--- config.mk ---
export PLATFORM = sky130hd
export DESIGN_NAME = serial_adder_flat
export DESIGN_NICKNAME = d
export VERILOG_FILES = /design/src/rtl/serial_adder_if.sv /design/src/rtl/serial_adder.sv /design/src/flat_wrapper.sv
export SDC_FILE = /design/constraint.sdc
export NUM_CORES = 1
export LEC_CHECK = 0
export BUFFER_PORTS_ARGS = -buffer_cell sky130_fd_sc_hd__buf_2
export CAP_MARGIN = 20
export CORE_MARGIN = 2
export CORE_UTILIZATION = 45
export CTS_CLUSTER_DIAMETER = 150
export DETAILED_ROUTE_END_ITERATION = 8
export PLACE_DENSITY = 0.69
export SYNTH_ARGS = -nofsm -noshare
export SYNTH_HDL_FRONTEND = slang
export SYNTH_SLANG_ARGS = --single-unit
--- constraint.sdc ---
create_clock -name clk -period 2.3 [get_ports clk]
set_clock_uncertainty 0.15 [all_clocks]
set_input_delay 0 -clock clk [delete_from_list [all_inputs] [get_ports clk]]
set_output_delay 0 -clock clk [all_outputs]
set_load 0.01 [all_outputs]
--- src/rtl/serial_adder_if.sv ---
// Request/result bundle for serial_adder. Build with SERIAL_ADD_OVF_EN defined to add the
// signed-overflow flag (ovf).
interface serial_adder_if #(
  parameter int WIDTH = 8
);
  // Handshake: start is sampled on a rising edge and is accepted only while busy is low
  // (IDLE or DONE). a/b/cin need to be valid only on the accepting edge. A start seen while
  // busy is dropped and is not queued. done pulses for exactly one cycle when sum/cout
  // (and ovf) take their new value.
  logic             start;
  logic [WIDTH-1:0] a;
  logic [WIDTH-1:0] b;
  logic             cin;
  logic             busy;
  logic             done;
  logic [WIDTH-1:0] sum;
  logic             cout;
`ifdef SERIAL_ADD_OVF_EN
  logic             ovf;

  modport master (output start, a, b, cin, input busy, done, sum, cout, ovf);
  modport slave  (input start, a, b, cin, output busy, done, sum, cout, ovf);
`else
  modport master (output start, a, b, cin, input busy, done, sum, cout);
  modport slave  (input start, a, b, cin, output busy, done, sum, cout);
`endif
endinterface

--- src/rtl/serial_adder.sv ---
// Bit-serial WIDTH-bit adder: one full-adder cell processes LSB-first, one bit per clock.
// The optional signed-overflow output is enabled with SERIAL_ADD_OVF_EN.
module full_adder (
  input  logic a,
  input  logic b,
  input  logic cin,
  output logic s,
  output logic c
);
  assign s = a ^ b ^ cin;
  assign c = (a & b) | (cin & (a ^ b));
endmodule

module serial_adder #(
  parameter int WIDTH = 8
) (
  input  logic           clk,
  input  logic           rst,
  serial_adder_if.slave  bus,
  output logic [1:0]     state_dbg
);
  localparam int CW = (WIDTH > 1) ? $clog2(WIDTH) : 1;

  typedef enum logic [1:0] {
    IDLE  = 2'd0,
    SHIFT = 2'd1,
    DONE  = 2'd2
  } state_t;

  state_t           state, state_next;
  logic [WIDTH-1:0] a_sr, b_sr;
  logic [WIDTH-2:0] s_sr;
  logic [WIDTH-1:0] s_next;
  logic             carry;
  logic [CW-1:0]    cnt;
  logic             fa_s, fa_c;
  logic             load, last_bit;

  full_adder u_fa (
    .a   (a_sr[0]),
    .b   (b_sr[0]),
    .cin (carry),
    .s   (fa_s),
    .c   (fa_c)
  );

  // The new sum bit enters at the MSB; after WIDTH shifts s_next holds the whole sum.
  assign s_next = {fa_s, s_sr};

  always_ff @(posedge clk or posedge rst) begin
    if (rst) state <= IDLE;
    else     state <= state_next;
  end

  always_comb begin
    state_next = state;
    load       = 1'b0;
    last_bit   = 1'b0;
    case (state)
      IDLE: begin
        if (bus.start) begin
          load       = 1'b1;
          state_next = SHIFT;
        end
      end
      SHIFT: begin
        if (cnt == CW'(WIDTH - 1)) begin
          last_bit   = 1'b1;
          state_next = DONE;
        end
      end
      DONE: begin
        if (bus.start) begin
          load       = 1'b1;
          state_next = SHIFT;
        end else begin
          state_next = IDLE;
        end
      end
      default: state_next = IDLE;
    endcase
  end

  always_ff @(posedge clk or posedge rst) begin
    if (rst) begin
      a_sr  <= '0;
      b_sr  <= '0;
      s_sr  <= '0;
      carry <= 1'b0;
      cnt   <= '0;
    end else if (load) begin
      a_sr  <= bus.a;
      b_sr  <= bus.b;
      carry <= bus.cin;
      cnt   <= '0;
    end else if (state == SHIFT) begin
      a_sr  <= a_sr >> 1;
      b_sr  <= b_sr >> 1;
      s_sr  <= s_next[WIDTH-1:1];
      carry <= fa_c;
      // cnt stops at WIDTH-1; the FSM leaves SHIFT on that edge.
      if (!last_bit) cnt <= cnt + CW'(1);
    end
  end

  // Results change only on the edge that enters DONE.
  always_ff @(posedge clk or posedge rst) begin
    if (rst) begin
      bus.sum  <= '0;
      bus.cout <= 1'b0;
`ifdef SERIAL_ADD_OVF_EN
      bus.ovf  <= 1'b0;
`endif
    end else if (last_bit) begin
      bus.sum  <= s_next;
      bus.cout <= fa_c;
`ifdef SERIAL_ADD_OVF_EN
      // carry currently holds the carry into the MSB.
      bus.ovf  <= carry ^ fa_c;
`endif
    end
  end

  assign bus.busy  = (state == SHIFT);
  assign bus.done  = (state == DONE);
  assign state_dbg = state;
endmodule

--- src/flat_wrapper.sv ---
// flat-port wrapper written by rule: the top's interface ports become plain ports
module serial_adder_flat 
#(
  parameter int WIDTH = 8
)
  (clk, rst, state_dbg, bus_start, bus_a, bus_b, bus_cin, bus_busy, bus_done, bus_sum, bus_cout);
  serial_adder_if #(.WIDTH(WIDTH)) bus_i ();
  input  logic clk;
  input  logic rst;
  output logic [1:0] state_dbg;
  input wire logic [$bits(bus_i.start)-1:0] bus_start;
  input wire logic [$bits(bus_i.a)-1:0] bus_a;
  input wire logic [$bits(bus_i.b)-1:0] bus_b;
  input wire logic [$bits(bus_i.cin)-1:0] bus_cin;
  output wire logic [$bits(bus_i.busy)-1:0] bus_busy;
  output wire logic [$bits(bus_i.done)-1:0] bus_done;
  output wire logic [$bits(bus_i.sum)-1:0] bus_sum;
  output wire logic [$bits(bus_i.cout)-1:0] bus_cout;
  assign bus_i.start = bus_start;
  assign bus_i.a = bus_a;
  assign bus_i.b = bus_b;
  assign bus_i.cin = bus_cin;
  assign bus_busy = bus_i.busy;
  assign bus_done = bus_i.done;
  assign bus_sum = bus_i.sum;
  assign bus_cout = bus_i.cout;
  serial_adder #(.WIDTH(WIDTH)) u_core (.clk(clk), .rst(rst), .bus(bus_i), .state_dbg(state_dbg));
endmodule
---- Word-level counts from Yosys, hierarchy flattened ----
Cells that the tools add are included.
word-level totals
  bits in registers ....................... 38
  input port bits ......................... 20
  output and inout port bits .............. 13
  logic and storage cells ................. 44
cells by class
  $add $sub $neg .......................... 1
  eq/ne operators ......................... 6
  muxes and demuxes ....................... 17
  bitwise logic cells ..................... 6
  reductions and logical operators ........ 6
operators with widths
  cell                   number
  $mux W8                4
  $mux W3                3
  $mux W1                7
  $pmux W2 S3            1
  $reduce_and A2 Y1      3
  $mux W2                2
  $ne A2 B1 Y1 const B   2
  $add A3 B1 Y3 const B  1
  $eq A3 B3 Y1 const B   1
  $and A1 B1 Y1          2
  $eq A2 B1 Y1 const B   1
  $eq A2 B2 Y1 const B   1
  $logic_not A2 Y1       1
  $ne A2 B2 Y1 const B   1
  $reduce_bool A2 Y1     1
  $reduce_or A2 Y1       1
  $xor A1 B1 Y1          2
  $not A1 Y1             1
  $or A1 B1 Y1           1

---- Depth between registers and ports, before layout ----
Gate-level depths: netlist of run 1.
  depth after elaboration ................. 6
  depth in mapped cells ................... 5

---- Modules after synthesis ----
A second synthesis of run 1 with hierarchy kept.
second synthesis, totals
  cells, all modules ...................... 155
  area total of the unflattened synthesis .. 1714.1 um2
by module, submodules not included
  module        times used  cells an instance  area each (um2)
  serial_adder  1           154                1694.1
  full_adder    1           1                  20.0

---- Worst setup path after synthesis of run 1 ----
No wires, ideal clock.
  kind .................................... register to register
  from .................................... register u_core.cnt[0]
  to ...................................... register u_core.cnt[2]
  arrival ................................. 1.393 ns
  data required time ...................... 2.028 ns
  slack ................................... 0.635 ns
  stages on the path, launching flop included .. 6
  path buffers ............................ 0
  clock period less this slack ............ 1.665 ns
  cells stage by stage .................... dfrtp_1 ha_1 ha_1 nor2_1 a21oi_1 a32o_1
between the ends
  word-level cells in the longest chain between the ends .. 5
  elaborated cells between the ends (all ways) .. 9
  classes of those cells .................. add/sub: 1; eq/ne: 2; mux: 5; reduce/logical: 1
RTL lines
  element                                                line                 source
  from (decl)                                            serial_adder.sv:35   logic [CW-1:0] cnt;
  from (signal assigned)                                 serial_adder.sv:102  if (!last_bit) cnt <= cnt + CW'(1);
  branches (longest 5 deep; another with $add A3 B1 Y3)  --
Parallel ways; which one is timed is not known. The select of a mux whose other input is x is not followed.
A chain may end at the register's enable or synchronous reset.

---- Worst setup path in the final report of run 1 ----
  from .................................... register u_core.state[0], in the netlist u_core.state_dbg[0]
  to ...................................... register u_core.bus.sum[6]
between the ends
  word-level cells in the longest chain between the ends .. 2
RTL lines
  element                 line                   source
  from (decl)             serial_adder.sv:30     state_t state, state_next;
  from (signal assigned)  serial_adder.sv:52     else state <= state_next;
  $eq A2 B1 Y1            serial_adder.sv:59     case (state)
  $mux W1                 serial_adder.sv:59
  to (signal assigned)    serial_adder.sv:115    bus.sum <= s_next;
  to (decl)               serial_adder_if.sv:25  modport slave (input start, a, b, cin, output busy, done, sum, cout);
Every way passes these cells.

==> results of run 1 <==
## where the power goes
part | switching, mW | internal, mW
Sequential | 0.217 | 0.976
Clock | 0.214 | 0.208
Combinational | 0.530 | 0.504
Total | 0.961 | 1.69
## metal layers
layer  share of wire [%]  routed length, um
met4                 1.8                 59
met1                  45               1450
met2                  47               1530
met3                 5.9                190
met5                   0                  0
## worst min-delay path by stage
stage                                   end      from
after floorplan              u_core.a_sr[7]  bus_a[7]
after global placement    u_core.bus.sum[2]       rst
after detailed placement  u_core.bus.sum[0]       rst
after CTS                     u_core.cnt[1]       rst
after global routing         u_core.b_sr[0]       rst
final                     u_core.bus.sum[0]       rst
## metrics by stage
step	hold WS, ns	area (um2)	total power [mW]
final	0.216	2130	2.65
after global routing	0.274	2130	2.86
after CTS	0.240	2130	2.66
after detailed placement	-0.00288	1850	2.21
after global placement	-0.0239	1850	2.15
after floorplan	-0.0103	1660	1.95
## state kept, by name, summed over array words and instances, names as in the netlist
signal / flops
u_core.a_sr: 8
u_core.b_sr: 8
u_core.bus.sum: 8
u_core.s_sr: 7
u_core.cnt: 3
u_core.state_dbg: 2
u_core.bus.cout: 1
u_core.carry: 1
## Yosys cell counts
library cell	count
sky130_fd_sc_hd__a211oi_1	1
sky130_fd_sc_hd__inv_4	1
sky130_fd_sc_hd__buf_2	3
sky130_fd_sc_hd__xor2_1	1
sky130_fd_sc_hd__inv_1	17
sky130_fd_sc_hd__nand2_8	1
sky130_fd_sc_hd__fa_1	1
sky130_fd_sc_hd__o211ai_1	1
sky130_fd_sc_hd__mux2_4	9
sky130_fd_sc_hd__nand2b_1	1
sky130_fd_sc_hd__dfrtp_1	38
sky130_fd_sc_hd__nor2b_1	3
sky130_fd_sc_hd__nand2b_4	1
sky130_fd_sc_hd__o22ai_1	14
sky130_fd_sc_hd__a21o_1	2
sky130_fd_sc_hd__nand3_1	2
sky130_fd_sc_hd__buf_6	1
sky130_fd_sc_hd__buf_4	1
sky130_fd_sc_hd__nand2_1	23
sky130_fd_sc_hd__o21ai_0	1
sky130_fd_sc_hd__ha_1	2
sky130_fd_sc_hd__a32o_1	1
sky130_fd_sc_hd__a22o_1	1
sky130_fd_sc_hd__mux2i_1	2
sky130_fd_sc_hd__nor3b_1	1
sky130_fd_sc_hd__a21oi_1	16
sky130_fd_sc_hd__nor2_1	2
## repair_timing
item                                   4_1_cts  5_1_grt
setup endpoints to repair                    0        0
setup buffers                                0        0
hold buffers                                20        0
endpoints found under the hold margin       57        0
## critical path: cells and delay by family, from the launching register on
kind,cells,cell delay [ns]
flops,1,0.68
simple gates,2,0.38
mux,1,0.32
buf+inv,1,0.21
## final cells by class
type                            count  area [um2]
Inverter                           18        70.1
Clock buffer                        7        76.3
Fill cell                         309        1480
Multi-Input combinational cell     86         601
Timing Repair Buffer               53         368
Tap cell                           48        60.1
Sequential cell                    38         951
## kinds of logic after synthesis
family / count (synthesis) / synth area share [%]
AO/OA/AOI/OAI: 37 / 13.4
flip-flops: 38 / 57.4
buffers and inverters: 23 / 6.27
multiplexers: 11 / 9.37
AND/OR/NAND/NOR: 34 / 10.3
XOR/XNOR: 1 / 0.529
adder cells (fa/ha/maj): 3 / 2.72
==> impl_metrics.prom, run 1 <==
# TYPE chip_impl_metric gauge
chip_impl_metric{name="route.final.wire_length",unit="mm"} 3.23
chip_impl_metric{name="mappedNetlistArea",unit="um2"} 1660
chip_impl_metric{name="floorplan.die_area",unit="um2"} 4180
chip_impl_metric{name="worstPathMaxFanout",unit=""} 22
chip_impl_metric{name="min_cycle_time_layout",unit="ns"} 1.87
chip_impl_info{name="worst_r2r_startpoint",value="u_core.state_dbg[0]"} 1
chip_impl_metric{name="diodes",unit=""} 0
chip_impl_metric{name="cts_num_sinks",unit=""} 38
chip_impl_metric{name="timing.final.ws_setup",unit="ns"} 0.431
chip_impl_metric{name="synthesis.instances",unit=""} 147
chip_impl_metric{name="finalCritPeriodShare",unit="%"} 81.3
chip_impl_metric{name="route.antenna.remaining_nets",unit=""} 0
chip_impl_metric{name="timing_worst_slew_pin_value",unit="ns"} 0.538
chip_impl_info{name="run_status",value="finished clean"} 1
chip_impl_metric{name="dp_slack",unit="ns"} 0.462
chip_impl_metric{name="detail_route.drc_violations",unit=""} 0
chip_impl_metric{name="critical-path-max-stage-delay",unit="ns"} 0.68
chip_impl_metric{name="regToRegSetupSlack",unit="ns"} 0.43
chip_impl_metric{name="grtUsageMet2",unit="%"} 29.0
chip_impl_metric{name="critical_path_at",unit="ns"} 1.89
chip_impl_metric{name="nNetsFinal",unit=""} 225
chip_impl_metric{name="register_bit_total_from_synthesis",unit=""} 38
chip_impl_info{name="grt_setup_unrepaired",value="no"} 1
chip_impl_metric{name="clkSlewWorstSetupHoldPaths",unit="ns"} 0.07
chip_impl_metric{name="layout-drive-gt1-share",unit="%"} 24.8
chip_impl_metric{name="power.leakage",unit="nW"} 1.11
chip_impl_metric{name="io_buffer_count",unit=""} 32
chip_impl_metric{name="place.detailed.hpwl",unit="mm"} 2.10
chip_impl_info{name="setup.worst_path.start",value="u_core.state_dbg[0]"} 1
chip_impl_metric{name="areaGrowthSynthToFinish",unit="%"} 28.4
chip_impl_metric{name="initial_utilization",unit="%"} 45.9
chip_impl_info{name="synth_area_leaders",value="sky130_fd_sc_hd__dfrtp_1, sky130_fd_sc_hd__mux2_4, sky130_fd_sc_hd__o22ai_1"} 1
chip_impl_info{name="cts_tree",value="yes"} 1
chip_impl_metric{name="yosysUniqueCellTypes",unit=""} 27
chip_impl_metric{name="syn-num-nets",unit=""} 170
chip_impl_metric{name="reg2regPathDepth",unit=""} 4
chip_impl_metric{name="drv_cap",unit=""} 0
chip_impl_metric{name="vias",unit=""} 1254
chip_impl_metric{name="final_util",unit="%"} 59.0
chip_impl_metric{name="setup-tns-final",unit="ns"} 0
chip_impl_metric{name="grt.met1_usage",unit="%"} 20.9
chip_impl_metric{name="timing.critical_path.required",unit="ns"} 2.32
chip_impl_metric{name="synth_area_per_inst",unit="um2"} 11.3
chip_impl_info{name="layout_commonest_cell",value="sky130_fd_sc_hd__dfrtp_1"} 1
chip_impl_info{name="reg2reg_to",value="u_core.bus.sum[6]"} 1
chip_impl_metric{name="met3_usage",unit="%"} 6.77
chip_impl_metric{name="ir_worst_vdd",unit="mV"} 0.725
chip_impl_metric{name="wire_per_inst",unit="um"} 12.9
chip_impl_info{name="final_cell_mix",value="sky130_fd_sc_hd__dfrtp_1, sky130_fd_sc_hd__buf_2, sky130_fd_sc_hd__nand2_1"} 1
chip_impl_info{name="synth_area_leader_cell",value="sky130_fd_sc_hd__dfrtp_1"} 1
chip_impl_metric{name="grt_pass1_wl",unit="mm"} 5.56
chip_impl_metric{name="first_global_vias",unit=""} 1248
chip_impl_info{name="crit_chain",value="nand2b_4 > inv_4 > nand2_8 > mux2_4"} 1
chip_impl_metric{name="die_w",unit="um"} 64.7
chip_impl_metric{name="place_inst",unit=""} 223
chip_impl_metric{name="clock_tree.htree_level_count",unit=""} 2
chip_impl_metric{name="track_usage",unit="%"} 17.7
chip_impl_metric{name="source_to_sink_clock_delay_at_the_later_pin_of_the_worst_skew_pair",unit="ns"} 0.29
chip_impl_metric{name="via_per_inst",unit=""} 5.02
chip_impl_info{name="endpoint_kind",value="flip-flop"} 1
chip_impl_metric{name="final_hold_viol_count",unit=""} 0
chip_impl_metric{name="maximum_number_of_pins_on_one_net_before_global_route_repair",unit=""} 39
chip_impl_info{name="cts_root_buf",value="sky130_fd_sc_hd__clkbuf_8"} 1
chip_impl_metric{name="place.gp.congestion",unit=""} 0.701
chip_impl_info{name="hold_class",value="input pin to async pin"} 1
chip_impl_metric{name="placementRows",unit=""} 22
chip_impl_metric{name="timing.final.setup_violations",unit=""} 0
chip_impl_info{name="critical_path_class",value="flip-flop to flip-flop"} 1
chip_impl_metric{name="drt_first_pass_iters",unit=""} 4
chip_impl_metric{name="pin_count",unit=""} 33
chip_impl_metric{name="first_iter_violations",unit=""} 57
chip_impl_metric{name="cell_count_final_fillers_out",unit=""} 250
chip_impl_metric{name="yosys_warnings",unit=""} 0
chip_impl_metric{name="numCtsBuffers",unit=""} 5
chip_impl_info{name="gr-max-usage-layer",value="met2"} 1
chip_impl_metric{name="timing.max_slew.rel_slack",unit="%"} 64.1
chip_impl_info{name="crit_slowest_cell",value="sky130_fd_sc_hd__dfrtp_1"} 1
chip_impl_metric{name="synth_sequential_area_ratio",unit="%"} 57.4
chip_impl_metric{name="cts_max_path_buffers",unit=""} 2
chip_impl_metric{name="timing_max_transition_violations_final",unit=""} 0
chip_impl_info{name="critical_path.startpoint_type",value="flip-flop"} 1
chip_impl_metric{name="die-height",unit="um"} 64.7
chip_impl_metric{name="number_of_resized_instances_in_the_post_cts_repair_step",unit=""} 0
chip_impl_metric{name="antenna_found_initial",unit=""} 0
chip_impl_info{name="setup.worst_path.end",value="u_core.bus.sum[6]"} 1
chip_impl_metric{name="coreArea",unit="um2"} 3610
chip_impl_metric{name="synth.top_cell.area_share",unit="%"} 57.4
chip_impl_metric{name="grt.overflow.total",unit=""} 0
chip_impl_metric{name="max_freq",unit="GHz"} 0.535
chip_impl_metric{name="power_density",unit="nW/um2"} 1250
Note: power is estimated with default switching activity, not from simulation.
==> run 2, diff against run 1 <==
--- a/config.mk
+++ b/config.mk
@@ -11,7 +11,7 @@
 export CORE_UTILIZATION = 45
 export CTS_CLUSTER_DIAMETER = 150
 export DETAILED_ROUTE_END_ITERATION = 8
-export PLACE_DENSITY = 0.69
+export PLACE_DENSITY = 0.72
 export SYNTH_ARGS = -nofsm -noshare
 export SYNTH_HDL_FRONTEND = slang
 export SYNTH_SLANG_ARGS = --single-unit
==> constraint.sdc (replaced) <==
create_clock -name clk -period 1.5 [get_ports clk]
set_clock_uncertainty 0.15 [all_clocks]
set_input_delay 0 -clock clk [delete_from_list [all_inputs] [get_ports clk]]
set_output_delay 0 -clock clk [all_outputs]
set_load 0.01 [all_outputs]
==> impl_metrics.prom, run 2 (same netlist as run 1, synthesis figures left out) <==
# TYPE chip_impl_metric gauge
chip_impl_metric{name="drt-met1-wl",unit="mm"} 1.42
chip_impl_metric{name="timing_max_transition_violations_final",unit=""} 0
chip_impl_metric{name="timing.final.setup_violations",unit=""} 0
chip_impl_metric{name="place.detailed.hpwl",unit="mm"} 2.34
chip_impl_metric{name="via_per_inst",unit=""} 4.94
chip_impl_metric{name="vias",unit=""} 1284
chip_impl_metric{name="max_freq",unit="GHz"} 0.682
chip_impl_metric{name="clock_power_share",unit="%"} 16.2
chip_impl_metric{name="min_cycle_time_layout",unit="ns"} 1.47
chip_impl_info{name="reg.largest.list",value="u_core.a_sr (8), u_core.b_sr (8), u_core.bus.sum (8)"} 1
chip_impl_metric{name="die_w",unit="um"} 64.7
chip_impl_metric{name="setup-tns-final",unit="ns"} 0
chip_impl_metric{name="antenna_found_initial",unit=""} 0
chip_impl_metric{name="detail_route.drc_violations",unit=""} 0
chip_impl_metric{name="met2_wirelength",unit="mm"} 1.73
chip_impl_info{name="layout_commonest_cell",value="sky130_fd_sc_hd__dfrtp_1"} 1
chip_impl_metric{name="first_global_vias",unit=""} 1279
chip_impl_metric{name="route.final.wire_length",unit="mm"} 3.30
chip_impl_metric{name="cts_num_sinks",unit=""} 38
chip_impl_info{name="max_layer_used",value="met4"} 1
chip_impl_info{name="critical_path_class",value="flip-flop to flip-flop"} 1
chip_impl_info{name="cts_tree",value="yes"} 1
chip_impl_info{name="hold_class",value="input pin to async pin"} 1
chip_impl_metric{name="clkSlewWorstSetupHoldPaths",unit="ns"} 0.07
chip_impl_metric{name="clock_tree.htree_level_count",unit=""} 2
chip_impl_metric{name="pin_count",unit=""} 33
chip_impl_metric{name="ir_worst_vdd",unit="mV"} 0.910
chip_impl_metric{name="nNetsFinal",unit=""} 234
chip_impl_metric{name="regToRegSetupSlack",unit="ns"} 0.03
chip_impl_info{name="grt_setup_unrepaired",value="yes"} 1
chip_impl_metric{name="final_util",unit="%"} 62.0
chip_impl_metric{name="diodes",unit=""} 0
chip_impl_info{name="final_cell_mix",value="sky130_fd_sc_hd__dfrtp_1, sky130_fd_sc_hd__buf_2, sky130_fd_sc_hd__nand2_1"} 1
chip_impl_metric{name="final_hold_viol_count",unit=""} 0
chip_impl_metric{name="grt_pass1_wl",unit="mm"} 5.66
chip_impl_metric{name="critical_path_at",unit="ns"} 1.48
chip_impl_metric{name="die-height",unit="um"} 64.7
chip_impl_metric{name="p_sw",unit="mW"} 1.53
chip_impl_metric{name="timing.max_slew.rel_slack",unit="%"} 69.1
chip_impl_info{name="worst_r2r_startpoint",value="u_core.cnt[0]"} 1
chip_impl_metric{name="power.leakage",unit="nW"} 1.16
chip_impl_metric{name="drv_cap",unit=""} 0
chip_impl_metric{name="num-fill-cells",unit=""} 306
chip_impl_metric{name="timing.critical_path.required",unit="ns"} 1.52
chip_impl_metric{name="grt.overflow.total",unit=""} 0
chip_impl_metric{name="floorplan.die_area",unit="um2"} 4180
chip_impl_metric{name="track_usage",unit="%"} 17.7
chip_impl_metric{name="io_buffer_count",unit=""} 32
chip_impl_metric{name="initial_utilization",unit="%"} 45.9
chip_impl_info{name="endpoint_kind",value="flip-flop"} 1
chip_impl_metric{name="power_density",unit="nW/um2"} 1930
chip_impl_metric{name="areaGrowthSynthToFinish",unit="%"} 35.0
chip_impl_metric{name="drt_first_pass_iters",unit=""} 4
chip_impl_metric{name="cell_count_final_fillers_out",unit=""} 260
chip_impl_metric{name="reg2regPathDepth",unit=""} 4
chip_impl_metric{name="dp_slack",unit="ns"} -0.0460
chip_impl_metric{name="source_to_sink_clock_delay_at_the_later_pin_of_the_worst_skew_pair",unit="ns"} 0.28
chip_impl_metric{name="layout-drive-gt1-share",unit="%"} 31.6
chip_impl_metric{name="worstPathMaxFanout",unit=""} 10
chip_impl_metric{name="wire_per_inst",unit="um"} 12.7
chip_impl_metric{name="place.gp.congestion",unit=""} 0.744
chip_impl_metric{name="routed-wl-met3",unit="um"} 126
chip_impl_metric{name="comb_power_share",unit="%"} 41.8
chip_impl_metric{name="placementRows",unit=""} 22
chip_impl_metric{name="cts_max_path_buffers",unit=""} 2
chip_impl_metric{name="internal-power",unit="mW"} 2.78
chip_impl_info{name="critical_path.startpoint_type",value="flip-flop"} 1
chip_impl_metric{name="first_iter_violations",unit=""} 64
chip_impl_metric{name="place_inst",unit=""} 232
chip_impl_metric{name="route.antenna.remaining_nets",unit=""} 0
chip_impl_info{name="run_status",value="finished clean"} 1
chip_impl_info{name="cts_root_buf",value="sky130_fd_sc_hd__clkbuf_8"} 1
chip_impl_metric{name="timing.final.ws_setup",unit="ns"} 0.0334
chip_impl_info{name="reg2reg_to",value="u_core.bus.sum[1]"} 1
chip_impl_metric{name="timing_worst_slew_pin_value",unit="ns"} 0.463
chip_impl_metric{name="power.share.sequential",unit="%"} 41.9
chip_impl_metric{name="coreArea",unit="um2"} 3610
chip_impl_metric{name="maximum_number_of_pins_on_one_net_before_global_route_repair",unit=""} 39
chip_impl_metric{name="power.share.switching",unit="%"} 35.5
chip_impl_metric{name="numCtsBuffers",unit=""} 5
chip_impl_metric{name="finalCritPeriodShare",unit="%"} 97.8
-- run 2: how the worst max path moves through the flow --
stage                                   start                 to  slack (ns)
after floorplan                 u_core.cnt[0]      u_core.cnt[2]       0.001
after global placement          u_core.cnt[0]      u_core.cnt[2]       0.002
after detailed placement  u_core.state_dbg[0]     u_core.a_sr[4]       -0.05
after CTS                       u_core.cnt[0]      u_core.cnt[2]       0.006
after global routing            u_core.cnt[0]      u_core.cnt[1]       -0.01
final                           u_core.cnt[0]  u_core.bus.sum[1]        0.03
-- run 2: routing by layer --
layer / global-route usage, % / vias up
li1: - / 625
met1: 21.1 / 625
met2: 31.0 / 30
met3: 5.21 / 4
met4: 4.79 / 0
met5: 0 / -
-- run 2: repair_timing --
item / 4_1_cts / 5_1_grt
gates cloned: 0 / 0
buffers inserted: 0 / 1
endpoints found under the hold margin: 56 / 0
setup endpoints to repair: 24 / 5
resized for setup: 2 / 1
pin swaps: 0 / 1
hold buffers: 19 / 0
-- run 2: critical path: stages (launching register included) --
cell and delay (ns):
sky130_fd_sc_hd__dfrtp_1 0.39, sky130_fd_sc_hd__ha_2 0.20, sky130_fd_sc_hd__ha_4 0.18, sky130_fd_sc_hd__nand2_8 0.11, sky130_fd_sc_hd__mux2_4 0.31
-- run 2: final cells by class --
| cell class | instances | area (um2) | area share (%) |
|---|---|---|---|
| multi-input combinational | 86 | 629 | 28.2 |
| inverter | 18 | 70.1 | 3.14 |
| tap | 48 | 60.1 | 2.69 |
| clock buffer | 7 | 86.3 | 3.86 |
| clock inverter | 1 | 5.00 | 0.224 |
| sequential | 38 | 951 | 42.6 |
| timing repair buffer | 62 | 433 | 19.4 |
-- run 2: per-stage QoR --
| stage | power [mW] | cell area (um2) | hold WS, ns |
|---|---|---|---|
| 5_1_grt | 4.66 | 2230 | 0.279 |
| 4_1_cts | 4.33 | 2220 | 0.225 |
| 2_1_floorplan | 3.02 | 1680 | -0.0103 |
| 3_3_place_gp | 3.45 | 1940 | -0.0257 |
| 6_report | 4.30 | 2230 | 0.223 |
| 3_5_place_dp | 3.58 | 1940 | -0.0168 |
-- run 2: power by group through the flow --
stage / logic (mW) / clock network, mW / registers [mW]
2_1_floorplan: 1.19 / 0 / 1.83
3_3_place_gp: 1.66 / 0 / 1.79
3_5_place_dp: 1.76 / 0 / 1.83
4_1_cts: 1.80 / 0.724 / 1.81
5_1_grt: 2.01 / 0.789 / 1.86
6_report: 1.80 / 0.699 / 1.81
==> run 3, diff against run 2 <==
--- a/config.mk
+++ b/config.mk
@@ -5,13 +5,14 @@
 export SDC_FILE = /design/constraint.sdc
 export NUM_CORES = 1
 export LEC_CHECK = 0
+export ABC_AREA = 1
 export BUFFER_PORTS_ARGS = -buffer_cell sky130_fd_sc_hd__buf_2
 export CAP_MARGIN = 20
 export CORE_MARGIN = 2
 export CORE_UTILIZATION = 45
 export CTS_CLUSTER_DIAMETER = 150
 export DETAILED_ROUTE_END_ITERATION = 8
-export PLACE_DENSITY = 0.72
+export PLACE_DENSITY = 0.71
 export SYNTH_ARGS = -nofsm -noshare
 export SYNTH_HDL_FRONTEND = slang
 export SYNTH_SLANG_ARGS = --single-unit
==> impl_metrics.prom, run 3 <==
# TYPE chip_impl_metric gauge
chip_impl_info{name="run_status",value="finished clean"} 1
chip_impl_metric{name="power.share.sequential",unit="%"} 40.2
chip_impl_metric{name="drt_first_pass_iters",unit=""} 4
chip_impl_metric{name="antenna_found_initial",unit=""} 0
chip_impl_metric{name="areaGrowthSynthToFinish",unit="%"} 33.1
chip_impl_metric{name="timing.critical_path.required",unit="ns"} 1.52
chip_impl_metric{name="mappedNetlistArea",unit="um2"} 1760
chip_impl_metric{name="layout-drive-gt1-share",unit="%"} 21.1
chip_impl_metric{name="clkSlewWorstSetupHoldPaths",unit="ns"} 0.07
chip_impl_metric{name="nNetsFinal",unit=""} 303
chip_impl_info{name="cts_tree",value="yes"} 1
chip_impl_metric{name="finalCritPeriodShare",unit="%"} 95.7
chip_impl_metric{name="comb_power_share",unit="%"} 40.3
chip_impl_metric{name="p_sw",unit="mW"} 1.64
chip_impl_metric{name="internal-power",unit="mW"} 2.75
chip_impl_metric{name="track_usage",unit="%"} 19.3
chip_impl_metric{name="vias",unit=""} 1553
chip_impl_metric{name="timing_worst_slew_pin_value",unit="ns"} 0.471
chip_impl_info{name="critical_path_class",value="flip-flop to flip-flop"} 1
chip_impl_metric{name="place.gp.congestion",unit=""} 0.711
chip_impl_metric{name="placementRows",unit=""} 22
chip_impl_info{name="synth_top_family_by_area",value="simple AND/OR/NAND/NOR gates"} 1
chip_impl_metric{name="synth_xor_xnor_area_share",unit="%"} 0
chip_impl_metric{name="die-height",unit="um"} 66.5
chip_impl_metric{name="drv_cap",unit=""} 0
chip_impl_info{name="cts_root_buf",value="sky130_fd_sc_hd__clkbuf_8"} 1
chip_impl_metric{name="floorplan.die_area",unit="um2"} 4420
chip_impl_metric{name="die_w",unit="um"} 66.5
chip_impl_metric{name="source_to_sink_clock_delay_at_the_later_pin_of_the_worst_skew_pair",unit="ns"} 0.28
chip_impl_metric{name="reg2regPathDepth",unit=""} 6
chip_impl_metric{name="synth_compound_area_share",unit="%"} 4.28
chip_impl_metric{name="place.detailed.hpwl",unit="mm"} 2.42
chip_impl_metric{name="clock_tree.htree_level_count",unit=""} 2
chip_impl_metric{name="timing.max_slew.rel_slack",unit="%"} 68.6
chip_impl_metric{name="fin_area",unit="um2"} 2340
chip_impl_metric{name="detail_route.drc_violations",unit=""} 0
chip_impl_metric{name="route.antenna.remaining_nets",unit=""} 0
chip_impl_metric{name="syn-num-nets",unit=""} 241
chip_impl_metric{name="grt_pass1_wl",unit="mm"} 6.47
chip_impl_metric{name="final_worst_hold_slack",unit="ns"} 0.222
chip_impl_metric{name="power.leakage",unit="nW"} 1.33
chip_impl_metric{name="synth_adder_area_share",unit="%"} 2.57
chip_impl_metric{name="dp_slack",unit="ns"} 0.0288
chip_impl_metric{name="io_buffer_count",unit=""} 32
chip_impl_metric{name="timing.final.ws_setup",unit="ns"} 0.0650
chip_impl_metric{name="yosys_warnings",unit=""} 0
chip_impl_info{name="endpoint_kind",value="flip-flop"} 1
chip_impl_metric{name="grt.overflow.total",unit=""} 0
chip_impl_metric{name="multi_input_area",unit="um2"} 622
chip_impl_metric{name="register_bit_total_from_synthesis",unit=""} 38
chip_impl_info{name="synth_area_leader_cell",value="sky130_fd_sc_hd__dfrtp_1"} 1
chip_impl_metric{name="max_freq",unit="GHz"} 0.697
chip_impl_metric{name="share_of_cell_area_taken_by_muxes_after_synthesis",unit="%"} 0
chip_impl_metric{name="first_iter_violations",unit=""} 66
chip_impl_metric{name="final_hold_viol_count",unit=""} 0
chip_impl_metric{name="power.share.switching",unit="%"} 37.4
chip_impl_info{name="most_used_standard_cell_by_instance_count_after_synthesis",value="sky130_fd_sc_hd__nand2_1"} 1
chip_impl_metric{name="ir_worst_vdd",unit="mV"} 1.01
chip_impl_metric{name="wire_per_inst",unit="um"} 11.1
chip_impl_info{name="final_cell_mix",value="sky130_fd_sc_hd__nand2_1, sky130_fd_sc_hd__dfrtp_1, sky130_fd_sc_hd__inv_1"} 1
chip_impl_metric{name="route.final.wire_length",unit="mm"} 3.65
chip_impl_metric{name="synthesis.instances",unit=""} 218
chip_impl_metric{name="min_cycle_time_layout",unit="ns"} 1.43
chip_impl_metric{name="num-fill-cells",unit=""} 330
chip_impl_info{name="critical_path.startpoint_type",value="flip-flop"} 1
chip_impl_metric{name="synthArstFlopShare",unit="%"} 100
chip_impl_metric{name="post_synth_and_or_nand_nor_area_fraction",unit="%"} 28.3
chip_impl_metric{name="maximum_number_of_pins_on_one_net_before_global_route_repair",unit=""} 39
chip_impl_metric{name="synth_sequential_area_ratio",unit="%"} 54.2
chip_impl_metric{name="synth.top_cell.area_share",unit="%"} 54.2
chip_impl_metric{name="post_place_cell_area",unit="um2"} 2020
chip_impl_metric{name="power_density",unit="nW/um2"} 1880
chip_impl_metric{name="timing.final.setup_violations",unit=""} 0
chip_impl_metric{name="synth_area_per_inst",unit="um2"} 8.05
chip_impl_metric{name="yosysUniqueCellTypes",unit=""} 17
chip_impl_info{name="ys_top_cells_by_count",value="sky130_fd_sc_hd__nand2_1, sky130_fd_sc_hd__dfrtp_1, sky130_fd_sc_hd__inv_1, sky130_fd_sc_hd__nand3_1, sky130_fd_sc_hd__o21ai_0"} 1
chip_impl_metric{name="seqCellArea",unit="um2"} 951
chip_impl_metric{name="critical_path_at",unit="ns"} 1.46
chip_impl_metric{name="cts_num_sinks",unit=""} 38
chip_impl_info{name="synth_flop_cell",value="sky130_fd_sc_hd__dfrtp_1"} 1
chip_impl_metric{name="numCtsBuffers",unit=""} 5
chip_impl_metric{name="diodes",unit=""} 0
chip_impl_metric{name="number_of_flops_mapped_to_enable_cells_by_yosys",unit=""} 0
chip_impl_metric{name="cts_max_path_buffers",unit=""} 2
chip_impl_metric{name="initial_utilization",unit="%"} 47.2
chip_impl_metric{name="coreArea",unit="um2"} 3720
chip_impl_info{name="synth_area_leaders",value="sky130_fd_sc_hd__dfrtp_1, sky130_fd_sc_hd__nand2_1, sky130_fd_sc_hd__inv_1"} 1
chip_impl_metric{name="timing_max_transition_violations_final",unit=""} 0
chip_impl_metric{name="regToRegSetupSlack",unit="ns"} 0.07
chip_impl_metric{name="worstPathMaxFanout",unit=""} 5
chip_impl_info{name="reg.largest.list",value="u_core.a_sr (8), u_core.b_sr (8), u_core.bus.sum (8)"} 1
chip_impl_metric{name="pin_count",unit=""} 33
chip_impl_info{name="hold_class",value="input pin to async pin"} 1
chip_impl_metric{name="first_global_vias",unit=""} 1615
chip_impl_info{name="layout_commonest_cell",value="sky130_fd_sc_hd__nand2_1"} 1
chip_impl_metric{name="clock_power_share",unit="%"} 19.6
chip_impl_metric{name="via_per_inst",unit=""} 4.73
==> run 3: changes by cell type in the layout (fill, tap and decap cells not counted), moves of 3 or more <==
cell / delta
sky130_fd_sc_hd__inv_1: +18
sky130_fd_sc_hd__o22ai_1: -14
sky130_fd_sc_hd__nand2_1: +61
sky130_fd_sc_hd__nor2b_1: -3
sky130_fd_sc_hd__nand3_1: +23
sky130_fd_sc_hd__a21oi_1: -15
sky130_fd_sc_hd__o21ai_0: +14
sky130_fd_sc_hd__mux2_4: -9
==> run 3: timing repair <==
item                                    4_1_cts  5_1_grt
endpoints found under the setup margin        0       11
hold buffers                                 19        0
buffers inserted                              0        1
hold endpoints to repair                     55        0
resized for setup                             0        4
==> run 3: area by class of cell <==
class	instances	area share, %
clock buffers	6	3.54
clock inverters	1	1.29
inverters	38	6.21
multi-input cells	135	26.6
flip-flops and latches	38	40.7
well taps	48	2.57
repair buffers	62	19.1
==> run 3: final timing paths <==
kind,end,start
hold / removal,u_core.bus.sum[5],rst
setup / recovery,u_core.cnt[0],u_core.cnt[0]
setup reg to reg,u_core.cnt[0],u_core.cnt[0]
min in group clk,u_core.a_sr[7],bus_a[7]
hold reg to reg,u_core.bus.cout,u_core.bus.cout
max in group asynchronous,u_core.carry,rst
==> run 3: layer usage <==
layer	GRT usage (%)	share of wire [%]	vias up
met5	0	0	-
li1	-	-	782
met1	21.7	46	718
met3	5.24	4.0	13
met4	8.16	2.1	0
met2	34.0	48	40
==> run 3: cell families after synthesis <==
logic type                 Yosys count
AOI/OAI and AO/OA                   15
and+or+nand+nor                    117
DFF                                 38
adders and majority gates            3
buffers and inverters               45
==> run 3: critical path, cell delays in order (launching register included) <==
cell and delay [ns]:
sky130_fd_sc_hd__dfrtp_1 0.40, sky130_fd_sc_hd__ha_1 0.21, sky130_fd_sc_hd__ha_1 0.20, sky130_fd_sc_hd__inv_1 0.09, sky130_fd_sc_hd__nand3_2 0.13, sky130_fd_sc_hd__nand3_1 0.11
sky130_fd_sc_hd__nand2_1 0.05
==> run 3: power groups by stage <==
stage	Sequential [mW]	Clock [mW]	Combinational, mW
6_report	1.77	0.859	1.77
2_1_floorplan	1.77	0	1.15
3_3_place_gp	1.76	0	1.64
5_1_grt	1.82	0.935	2.07
4_1_cts	1.76	0.873	1.75
3_5_place_dp	1.77	0	1.71
==> run 3: stage by stage <==
stage | total power, mW | util, % | setup TNS, ns | std cells
floorplan | 2.92 | - | 0 | 218
global placement | 3.39 | 54.3 | 0 | 301
detailed placement | 3.48 | 54.3 | 0 | 301
CTS | 4.39 | 62.5 | 0 | 327
global route | 4.82 | 62.9 | -0.0727 | 328
finish | 4.39 | 62.9 | 0 | 328
